**src/rtl/pointer_pair_ctrl.sv**
```systemverilog
// Command sequencer for the IP/DP pointer pair.
// Expands one command at a time into registered strobes and owns the selector.
module pointer_pair_ctrl #(
  parameter int unsigned FETCH_HOLD = 1
) (
  input  logic        clk,
  input  logic        rst,
  input  logic        cmd_valid,
  output logic        cmd_ready,
  input  logic [2:0]  cmd,
  input  logic [15:0] cmd_operand,
  output logic        done,
  output logic        err,
  output logic [15:0] rd_data,
  input  logic [7:0]  ptr_data_in,
  output logic [7:0]  ptr_di,
  output logic        n_oe_addr_ip,
  output logic        n_oe_addr_dp,
  output logic        n_oe_dl,
  output logic        n_oe_dh,
  output logic        n_we_l,
  output logic        n_we_h,
  output logic        cnt,
  output logic        selector
);

  typedef enum logic [3:0] {
    S_IDLE, S_FA, S_FC, S_WL, S_WH,
    S_RL, S_RH, S_AD, S_SW
  } state_e;

  localparam logic [1:0] HOLD_INIT =
    (FETCH_HOLD == 0) ? 2'd0 : 2'(FETCH_HOLD - 1);

  // {ip, dp, dl, dh, we_l, we_h, cnt}
  localparam logic [6:0] STRB_OFF = 7'b1111110;

  state_e      state_q, state_d;
  logic [1:0]  hold_q, hold_d;
  logic [15:0] op_q, op_d;
  logic        jump_q, jump_d;
  logic        err_q, err_d;
  logic        done_q, done_d;
  logic        sel_q;
  logic [15:0] rd_q;
  logic [6:0]  strb_q, strb_d;
  logic [7:0]  di_q, di_d;
  logic        accept;

  assign cmd_ready = (state_q == S_IDLE) & ~rst;
  assign accept    = cmd_valid & cmd_ready;

  always_comb begin
    state_d = state_q;
    hold_d  = hold_q;
    op_d    = op_q;
    jump_d  = jump_q;
    err_d   = err_q;
    done_d  = 1'b0;
    unique case (state_q)
      S_IDLE: begin
        if (accept) begin
          op_d   = cmd_operand;
          jump_d = 1'b0;
          unique case (cmd)
            3'd1: begin
              if (FETCH_HOLD == 0) begin
                state_d = S_FC;
              end else begin
                state_d = S_FA;
                hold_d  = HOLD_INIT;
              end
            end
            3'd2: state_d = S_WL;
            3'd3: state_d = S_RL;
            3'd4: state_d = S_AD;
            3'd5: state_d = S_SW;
            3'd6: begin
              state_d = S_WL;
              jump_d  = 1'b1;
            end
            3'd7: begin
              done_d = 1'b1;
              err_d  = 1'b1;
            end
            default: done_d = 1'b1;
          endcase
        end
      end
      S_FA: begin
        if (hold_q == 2'd0) state_d = S_FC;
        else hold_d = hold_q - 2'd1;
      end
      S_WL: state_d = S_WH;
      S_WH: begin
        // JUMP writes the operand into DP, then swaps it into the IP role
        if (jump_q) begin
          state_d = S_SW;
        end else begin
          state_d = S_IDLE;
          done_d  = 1'b1;
        end
      end
      S_RL: state_d = S_RH;
      S_FC, S_RH, S_AD, S_SW: begin
        state_d = S_IDLE;
        done_d  = 1'b1;
      end
      default: state_d = S_IDLE;
    endcase
  end

  // Strobes are decoded from the next state so they register in step with it
  always_comb begin
    strb_d = STRB_OFF;
    di_d   = 8'h00;
    unique case (state_d)
      S_FA: strb_d = 7'b0111110;
      S_FC: strb_d = 7'b0111111;
      S_WL: begin
        strb_d = 7'b1111010;
        di_d   = op_d[7:0];
      end
      S_WH: begin
        strb_d = 7'b1111100;
        di_d   = op_d[15:8];
      end
      S_RL: strb_d = 7'b1101110;
      S_RH: strb_d = 7'b1110110;
      S_AD: strb_d = 7'b1011110;
      default: strb_d = STRB_OFF;
    endcase
  end

  always_ff @(posedge clk) begin
    if (rst) begin
      state_q <= S_IDLE;
      hold_q  <= 2'd0;
      op_q    <= 16'h0000;
      jump_q  <= 1'b0;
      err_q   <= 1'b0;
      done_q  <= 1'b0;
      sel_q   <= 1'b0;
      rd_q    <= 16'h0000;
      strb_q  <= STRB_OFF;
      di_q    <= 8'h00;
    end else begin
      state_q <= state_d;
      hold_q  <= hold_d;
      op_q    <= op_d;
      jump_q  <= jump_d;
      err_q   <= err_d;
      done_q  <= done_d;
      strb_q  <= strb_d;
      di_q    <= di_d;
      if (state_q == S_SW) sel_q <= ~sel_q;
      if (state_q == S_RL) rd_q[7:0] <= ptr_data_in;
      if (state_q == S_RH) rd_q[15:8] <= ptr_data_in;
    end
  end

  assign n_oe_addr_ip = strb_q[6];
  assign n_oe_addr_dp = strb_q[5];
  assign n_oe_dl      = strb_q[4];
  assign n_oe_dh      = strb_q[3];
  assign n_we_l       = strb_q[2];
  assign n_we_h       = strb_q[1];
  assign cnt          = strb_q[0];
  assign ptr_di       = di_q;
  assign done         = done_q;
  assign err          = err_q;
  assign rd_data      = rd_q;
  assign selector     = sel_q;

endmodule
```
**config.mk**
```make
export PLATFORM = sky130hd
export DESIGN_NAME = pointer_pair_ctrl
export DESIGN_NICKNAME = d
export VERILOG_FILES = /design/src/rtl/pointer_pair_ctrl.sv
export SDC_FILE = /design/constraint.sdc
export NUM_CORES = 1
export LEC_CHECK = 0
export ABC_CLOCK_PERIOD_IN_PS = 1600
export BUFFER_PORTS_ARGS = -buffer_cell sky130_fd_sc_hd__buf_2
export CAP_MARGIN = 30
export CORE_AREA = 2 2 55 95
export CTS_CLUSTER_SIZE = 24
export DETAILED_ROUTE_END_ITERATION = 8
export DIE_AREA = 0 0 57 97
export GPL_TIMING_DRIVEN = 0
export PLACE_DENSITY = 0.82
export RECOVER_POWER = 25
export SETUP_SLACK_MARGIN = 0.3
export SYNTH_ARGS = -nofsm -noshare
export SYNTH_HDL_FRONTEND = slang
export SYNTH_SLANG_ARGS = --single-unit
```
**constraint.sdc**
```tcl
create_clock -name clk -period 1.6 [get_ports clk]
set_clock_uncertainty 0.1 [all_clocks]
set_input_delay 0.32 -clock clk [delete_from_list [all_inputs] [get_ports clk]]
set_output_delay 0.32 -clock clk [all_outputs]
set_load 0.03 [all_outputs]
```
# Word level (Yosys, flattened, before mapping)

Index checks and enable logic that the tools add are counted.

Word-level logic and storage cells: 68
Output and inout bits: 35
Bits of input ports: 30
Register bits after elaboration: 57

Reductions and logical operators: 9
Bitwise operators: 4
Mux-type cells: 18
Add/subtract/negate cells: 1
Equality and inequality tests: 25

Operators with widths:

| operator                                             | number |
|---|---|
| one-hot mux 7 bit (7 select lines)                   | 1 |
| one-hot mux 4 bit (5 select lines)                   | 2 |
| equality test 4 x 3 -> 1 bit (second input constant) | 8 |
| 2-to-1 mux 16 bit                                    | 2 |
| equality test 4 x 2 -> 1 bit (second input constant) | 4 |
| one-hot mux 8 bit (2 select lines)                   | 1 |
| equality test 3 bit (second input constant)          | 4 |
| 2-to-1 mux 4 bit                                     | 3 |
| equality test 4 x 1 -> 1 bit (second input constant) | 2 |
| equality test 3 x 2 -> 1 bit (second input constant) | 2 |
| 2-to-1 mux 2 bit                                     | 3 |
| OR reduction 6 bit                                   | 1 |
| equality test 4 bit (second input constant)          | 1 |
| zero test 4 bit                                      | 1 |
| 2-to-1 mux 1 bit                                     | 4 |
| != test 2 bit (second input constant)                | 2 |
| one-hot mux 2 bit (2 select lines)                   | 1 |
| AND reduction 4 bit                                  | 1 |
| OR reduction 4 bit                                   | 1 |
| equality test 3 x 1 -> 1 bit (second input constant) | 1 |
| one-hot mux 1 bit (3 select lines)                   | 1 |
| AND reduction 3 bit                                  | 1 |
| bitwise AND 1 bit                                    | 2 |
| zero test 2 bit                                      | 1 |
| 6 further kinds                                      | 7 |

# Longest topological paths before layout

Gate-level depths: netlist of run 1.

Depth after elaboration: 7
Mapped depth: 7
Depth with buffers taken out: 6

# Least setup slack after synthesis of run 1

OpenSTA, ideal clock, no wires.

Kind: register to output
Start point: reg state_q[2]
End point: out cmd_ready
Stages on the path, launching flop included: 4
Required time: 1.180 ns
Data arrival time: 1.270 ns
Slack: -0.090 ns
Path through: dfxtp_1 > buf_2 > or3_1 > nor2_1

Longest elaborated chain between the ends: 2

RTL lines:

| element                | line | source |
|---|---|---|
| start, declared        | 38   | `state_e state_q, state_d;` |
| start signal, assigned | 148  | `state_q <= state_d;` |
| zero test 4 bit        | 50   | `assign cmd_ready = (state_q == S_IDLE) & ~rst;` |
| bitwise AND 1 bit      | 50   |  |
| end, declared          | 9    | `output logic cmd_ready,` |

Every way passes these cells.

# Worst setup path after layout of run 1

Same ends and word-level chain as after synthesis.

==> results of run 1 <==
[sequential cells by signal, indices dropped and copies added (netlist names)]
signal / cells
strb_q: 7
done: 1
state_q: 4
hold_q: 2
op_q: 8
ptr_di: 8
jump_q: 1
rd_data: 16
err: 1
selector: 1
[cell families after synthesis]
kind of cell | synth area share [%]
adder cells (fa/ha/maj) | 0.6052
AND/OR/NAND/NOR | 24.64
XOR/XNOR | 0.8476
multiplexers | 3.874
buffers and inverters | 6.719
flip-flops | 47.46
AO/OA/AOI/OAI | 15.86
[timing repair]
item	in CTS	in global routing
resized for setup	19	27
cloned	1	0
endpoints found under the hold margin	0	0
pin swaps	7	22
endpoints found under the setup margin	50	50
setup buffers	12	4
[critical path, stage by stage, from the launching register on]
cell and delay [ns]:
dfxtp_4 0.36, buf_6 0.12, or3_4 0.40, nor2_4 0.09, buf_6 0.13
[synth_stat cells, types with 2 or more instances]
master	instances
o21ai_2	6
nand3_1	14
nor2b_1	3
dfxtp_1	49
xor2_1	2
nor3_1	3
nor2_1	19
a32o_1	8
nand2_1	26
buf_1	4
buf_2	8
or3_1	2
o21ai_0	5
nor4bb_1	2
nor3b_1	2
a21oi_2	2
clkbuf_1	5
and3b_1	2
inv_1	3
nand2b_1	11
a21oi_1	14
mux2i_1	8
a311oi_1	2
[worst min path at each step]
stage                    from          to  slack, ns
2_1_floorplan       hold_q[0]   hold_q[0]       0.35
3_3_place_gp       rd_data[1]  rd_data[1]       0.34
3_5_place_dp       rd_data[1]  rd_data[1]       0.34
4_1_cts        cmd_operand[0]   ptr_di[0]       0.15
5_1_grt        cmd_operand[0]   ptr_di[0]       0.15
6_report       cmd_operand[0]   ptr_di[0]       0.16
[power by group through the flow]
| stage | sequential (W) | clock [W] | combinational, W |
|---|---|---|---|
| detailed placement | 0.00129 | 0 | 0.000276 |
| CTS | 0.00126 | 0.000733 | 0.000321 |
| global route | 0.00126 | 0.000786 | 0.000382 |
| finish | 0.00126 | 0.000724 | 0.000357 |
| global placement | 0.00129 | 0 | 0.000273 |
| floorplan | 0.00131 | 0 | 0.000170 |
[final cells by class]
type                       count  area (um^2)
fill                         412         1863
inverter                       3        11.26
multi-input combinational    151         1051
buffer                        21        178.9
timing repair buffer          79        462.9
sequential                    49        988.4
clock buffer                   7        86.33
tap                           52        65.06
[cell usage in the layout (no fill, tap or decap), types with 2 or more instances in the layout]
| cell | n |
|---|---|
| xor2_1 | 2 |
| a21oi_1 | 7 |
| clkbuf_2 | 5 |
| nand3_2 | 6 |
| and3b_1 | 2 |
| nor2_4 | 2 |
| a21oi_2 | 9 |
| nand3_1 | 9 |
| nand2_1 | 25 |
| mux2i_1 | 8 |
| a32o_1 | 8 |
| o21ai_0 | 2 |
| dfxtp_2 | 3 |
| buf_2 | 51 |
| clkbuf_1 | 15 |
| o21ai_2 | 8 |
| buf_6 | 18 |
| nand2b_1 | 11 |
| nor3_1 | 2 |
| nor2_1 | 18 |
| clkbuf_8 | 6 |
| nor2b_1 | 3 |
| nor4bb_1 | 2 |
| inv_1 | 3 |
| buf_4 | 9 |
| dfxtp_1 | 45 |
[stage by stage]
step	worst slack, ns	instances	total power [W]	util [%]
finish	-0.2091	362	0.002340	60.42
global route	-0.2448	362	0.002430	60.42
CTS	-0.2079	358	0.002312	57.92
detailed placement	-0.2229	338	0.001565	52.87
global placement	-0.1988	338	0.001561	52.87
floorplan	-0.05722	224	0.001478	-
[metal layers]
layer  part of all wire (%)  vias up  routed length [um]
met4                    2.4        0                 127
met2                     54       80                2881
met5                      0        -                   0
met1                     38      910                2032
li1                       -      946                   -
met3                    6.1       14                 326
==> flow_metrics.env, run 1 <==
export IMPL_use_met1_pct=19.51
export IMPL_status="finished, violations left"
export IMPL_p_leak_nw=1.176
export IMPL_reg2reg_from="state_q[3]"
export IMPL_synth_enable_flop_cells=0
export IMPL_initial_core_util_pct=43.91
export IMPL_drt_wl_total_um=5368
export IMPL_setup_viol=22
export IMPL_clock_fmax_mhz=552.8
export IMPL_ys_ff_latch=49
export IMPL_drtIter0Drc=69
export IMPL_cts_buffers=5
export IMPL_first_pass_iters=4
export IMPL_wire_per_inst_um=14.83
export IMPL_top_usage_layer="met2"
export IMPL_num_vias=1950
export IMPL_grtUsageMet2_pct=34.57
export IMPL_r2r_setup_slack_ns=-0.20
export IMPL_synthArstFlopShare_pct=0
export IMPL_yosysWarnings=0
export IMPL_crit_start="state_q[2]"
export IMPL_worst_setup_path_start_kind="flip-flop"
export IMPL_cts_hold_buffers=0
export IMPL_synth_area_top_cells="dfxtp_1 47%, nand2_1 4.7%, a32o_1 3.9%, mux2i_1 3.9%, nor2_1 3.5%"
export IMPL_dieArea_mm2=0.005529
export IMPL_stdcell_area_mm2=0.002844
export IMPL_switchingPower_w=0.0005833
export IMPL_synth_flop_cell="dfxtp_1"
export IMPL_crit_path_end="cmd_ready"
export IMPL_power_frac_comb_pct=15.3
export IMPL_period_minus_slack_ns=1.809
export IMPL_yosysTopAreaCell="dfxtp_1"
export IMPL_synth_distinct_cells=47
export IMPL_netlist_area_mm2=0.002067
export IMPL_grtUsageTotal_pct=18.85
export IMPL_setup_ws_ns=-0.2091
export IMPL_regToRegEndpoint="state_q[3]"
export IMPL_root_buffer="clkbuf_8"
export IMPL_seqPwrFrac_pct=53.8
export IMPL_period_share_pct=113.1
export IMPL_syn_inst=224
export IMPL_clock_sinks=49
export IMPL_dieHeight_um=97
export IMPL_arrival_ns=1.39
export IMPL_cp_end_kind="primary output"
export IMPL_p_per_area_mw_per_mm2=822.7
export IMPL_die_w_um=57
export IMPL_core_mm2=0.004707
export IMPL_nets=341
export IMPL_path_class="reg2out"
export IMPL_grt_antenna_before_repair=0
export IMPL_grt_max_degree=14
export IMPL_cts_buffer_depth=2
export IMPL_grt_overflow=0
export IMPL_slew_viol_final=0
export IMPL_dp_hpwl_um=3505
export IMPL_avgSynthCellArea_um2=9.228
export IMPL_synth_yosys_seq_area_share_pct=47.46
export IMPL_layout_drive_gt1_share_pct=41.61
export IMPL_drc=0
export IMPL_netlist_area_leader_share_pct=47.46
export IMPL_ff2ff_path_depth=7
export IMPL_place_gp_congestion=0.8636
export IMPL_drt_vias_per_instance=5.387
export IMPL_hp_class="in2reg"
export IMPL_cts_tree="built"
export IMPL_area_delta_synth_final_pct=37.59
export IMPL_switching_share_pct=24.93
export IMPL_synth_nets=255
export IMPL_slew_headroom_pct=64.77
export IMPL_io_pins=65
export IMPL_vdd_drop_max_uv=716.4
export IMPL_grtUsageMet3_pct=4.813
export IMPL_insertion_delay_ns=0.30
export IMPL_rsz0062_at_grt="true"
export IMPL_io_buffers=62
export IMPL_finalHoldViolCount=0
export IMPL_dpl_cell_area_mm2=0.002489
export IMPL_critical_path_max_fanout=2
export IMPL_critPathRequiredTime_ns=1.18
export IMPL_violations="negative setup slack"
export IMPL_max_cap_violations=0
export IMPL_fp_row_count=33
export IMPL_htree_num_levels=2
export IMPL_clkTransAtPathRegs_ns=0.08
export IMPL_pwr_share_clk_pct=30.9
export IMPL_fin_setup_tns_ns=-2.361
export IMPL_grt_pass1_wl_um=8473
export IMPL_min_path_cells=2
export IMPL_ant_nets=0
export IMPL_hold_ws_ns=0.1570
export IMPL_p_int_w=0.001756
export IMPL_grt_pass1_vias=1969
export IMPL_tightest_slew_ns=0.5285
export IMPL_insertedDiodeCount=0
Power figures use the tool's default switching activity.
==> inputs of run 2 (changes only) <==
--- a/config.mk
+++ b/config.mk
@@ -17,3 +17,3 @@
 export RECOVER_POWER = 25
-export SETUP_SLACK_MARGIN = 0.3
+export SETUP_SLACK_MARGIN = 0.2
 export SYNTH_ARGS = -nofsm -noshare
==> constraint.sdc (replaced) <==
create_clock -name clk -period 1.6 [get_ports clk]
set_clock_uncertainty 0.1 [all_clocks]
set_input_delay 0.08 -clock clk [delete_from_list [all_inputs] [get_ports clk]]
set_output_delay 0.08 -clock clk [all_outputs]
set_load 0.03 [all_outputs]
==> run 2 against run 1 <==
Net effect: the flow still finishes with violations (negative setup slack); setup slack improved by 0.019 ns; critical path depth rose by 2; maximum frequency rose by 1.0%; global-route usage rose by 1.7 points; critical endpoint is now ptr_di[6]; largest cell class unchanged; largest power group unchanged.
==> flow_metrics.env, run 2 (same netlist as run 1, synthesis figures left out) <==
export IMPL_cts_tree="built"
export IMPL_fp_row_count=33
export IMPL_grt_antenna_before_repair=0
export IMPL_r2r_setup_slack_ns=-0.19
export IMPL_violations="negative setup slack"
export IMPL_cts_buffer_depth=2
export IMPL_layout_drive_gt1_share_pct=36.80
export IMPL_tightest_slew_ns=0.5573
export IMPL_insertion_delay_ns=0.30
export IMPL_grt_overflow=0
export IMPL_grtUsageTotal_pct=20.59
export IMPL_dp_hpwl_um=3616
export IMPL_clkTransAtPathRegs_ns=0.08
export IMPL_root_buffer="clkbuf_8"
export IMPL_vdd_drop_max_uv=678.2
export IMPL_p_leak_nw=1.306
export IMPL_insertedDiodeCount=0
export IMPL_power_w=0.002601
export IMPL_min_from="cmd[0]"
export IMPL_wire_per_inst_um=15.89
export IMPL_rsz0062_at_grt="true"
export IMPL_reg2reg_from="state_q[1]"
export IMPL_stdcell_area_mm2=0.003156
export IMPL_worst_setup_path_start_kind="flip-flop"
export IMPL_largest_register_ffs=16
export IMPL_slew_headroom_pct=62.85
export IMPL_nets=367
export IMPL_cts_buffers=5
export IMPL_holdPathEnd="state_q[3]"
export IMPL_grt_max_degree=15
export IMPL_htree_num_levels=2
export IMPL_clock_sinks=49
export IMPL_drt_wl_total_um=6182
export IMPL_clock_fmax_mhz=558.5
export IMPL_num_vias=2059
export IMPL_io_pins=65
export IMPL_slew_viol_final=0
export IMPL_max_cap_violations=0
export IMPL_io_buffers=62
export IMPL_die_w_um=57
export IMPL_regToRegEndpoint="ptr_di[6]"
export IMPL_status="finished, violations left"
export IMPL_cp_end_kind="flip-flop"
export IMPL_critPathRequiredTime_ns=1.70
export IMPL_final_cell_mix="53 x buf_2, 45 x dfxtp_1, 25 x nand2_1, 25 x dlygate4sd3_1, 18 x nor2_1"
export IMPL_p_per_area_mw_per_mm2=824.2
export IMPL_ant_nets=0
export IMPL_finalHoldViolCount=0
export IMPL_drtIter0Drc=62
export IMPL_fin_setup_tns_ns=-2.681
export IMPL_period_minus_slack_ns=1.791
export IMPL_ff2ff_path_depth=6
export IMPL_hp_class="in2reg"
export IMPL_core_mm2=0.004707
export IMPL_place_gp_congestion=0.9095
export IMPL_layout_commonest_cell="buf_2"
export IMPL_initial_core_util_pct=43.91
export IMPL_setup_viol=22
export IMPL_hold_ws_ns=0.02376
export IMPL_period_share_pct=111.9
export IMPL_critical_path_max_fanout=5
export IMPL_min_path_cells=3
export IMPL_arrival_ns=1.89
export IMPL_dieArea_mm2=0.005529
export IMPL_grt_pass1_vias=2080
export IMPL_dpl_cell_area_mm2=0.002460
export IMPL_first_pass_iters=4
export IMPL_drc=0
export IMPL_area_delta_synth_final_pct=52.66
export IMPL_dieHeight_um=97
export IMPL_grt_pass1_wl_um=9004
export IMPL_setup_ws_ns=-0.1906
export IMPL_path_class="reg2reg"
export IMPL_drt_vias_per_instance=5.293
==> run 2: changes by cell type in the layout (fill, tap and decap cells not counted), sizes merged <==
cell         before  now
dlygate4sd3       0   25
bufinv            0    1
buf              81   82
==> run 2: layout make-up <==
class / count / area [um^2]
fillers: 373 / 1551
inverters: 3 / 11.26
repair buffers: 105 / 738.2
well taps: 52 / 65.06
clock buffers: 7 / 86.33
flip-flops and latches: 49 / 991.0
plain buffers: 21 / 175.2
multi-input cells: 151 / 1059
clock inverters: 1 / 30.03
==> run 2: worst max-delay path by stage <==
stage / from / to
after floorplan: state_q[3] / jump_q
after global placement: state_q[0] / strb_q[5]
after detailed placement: state_q[0] / strb_q[5]
after CTS: state_q[3] / state_q[3]
after global routing: state_q[1] / strb_q[1]
final: state_q[1] / ptr_di[6]
==> run 2: metrics by stage <==
| stage | utilization [%] | setup slack (ns) | cells |
|---|---|---|---|
| after CTS | 62.60 | -0.2052 | 377 |
| final | 67.04 | -0.1906 | 389 |
| after global routing | 67.04 | -0.2583 | 389 |
| after detailed placement | 52.26 | -0.2470 | 338 |
| after global placement | 52.26 | -0.2677 | 338 |
| after floorplan | - | -0.05929 | 224 |
==> run 2: what timing repair did <==
item                                    4_1_cts  5_1_grt
endpoints found under the hold margin        33        0
buffers inserted                              6       11
endpoints found under the setup margin       49       49
hold buffers                                 25        0
gates cloned                                  0        1
gates resized for setup                      24       30
pin swaps                                     5       24
==> run 2: power breakdown <==
| part | switching [W] | internal [W] |
|---|---|---|
| clock | 0.000395 | 0.000510 |
| combinational | 0.000217 | 0.000221 |
| sequential | 0.0000121 | 0.00125 |
==> run 2: metal layers <==
layer	global-route usage, %	share of wire [%]	vias up
li1	-	-	999
met1	19.18	36	951
met2	38.90	56	94
met3	6.150	6.1	15
met4	9.481	2.6	0
met5	0	0	-
==> run 2: critical path: stages (launching register included) <==
cell and delay (ns):
dfxtp_4 0.36, or4_4 0.54, nor2_4 0.16, buf_6 0.12, clkbuf_16 0.14, o21ai_4 0.05, a32o_1 0.20
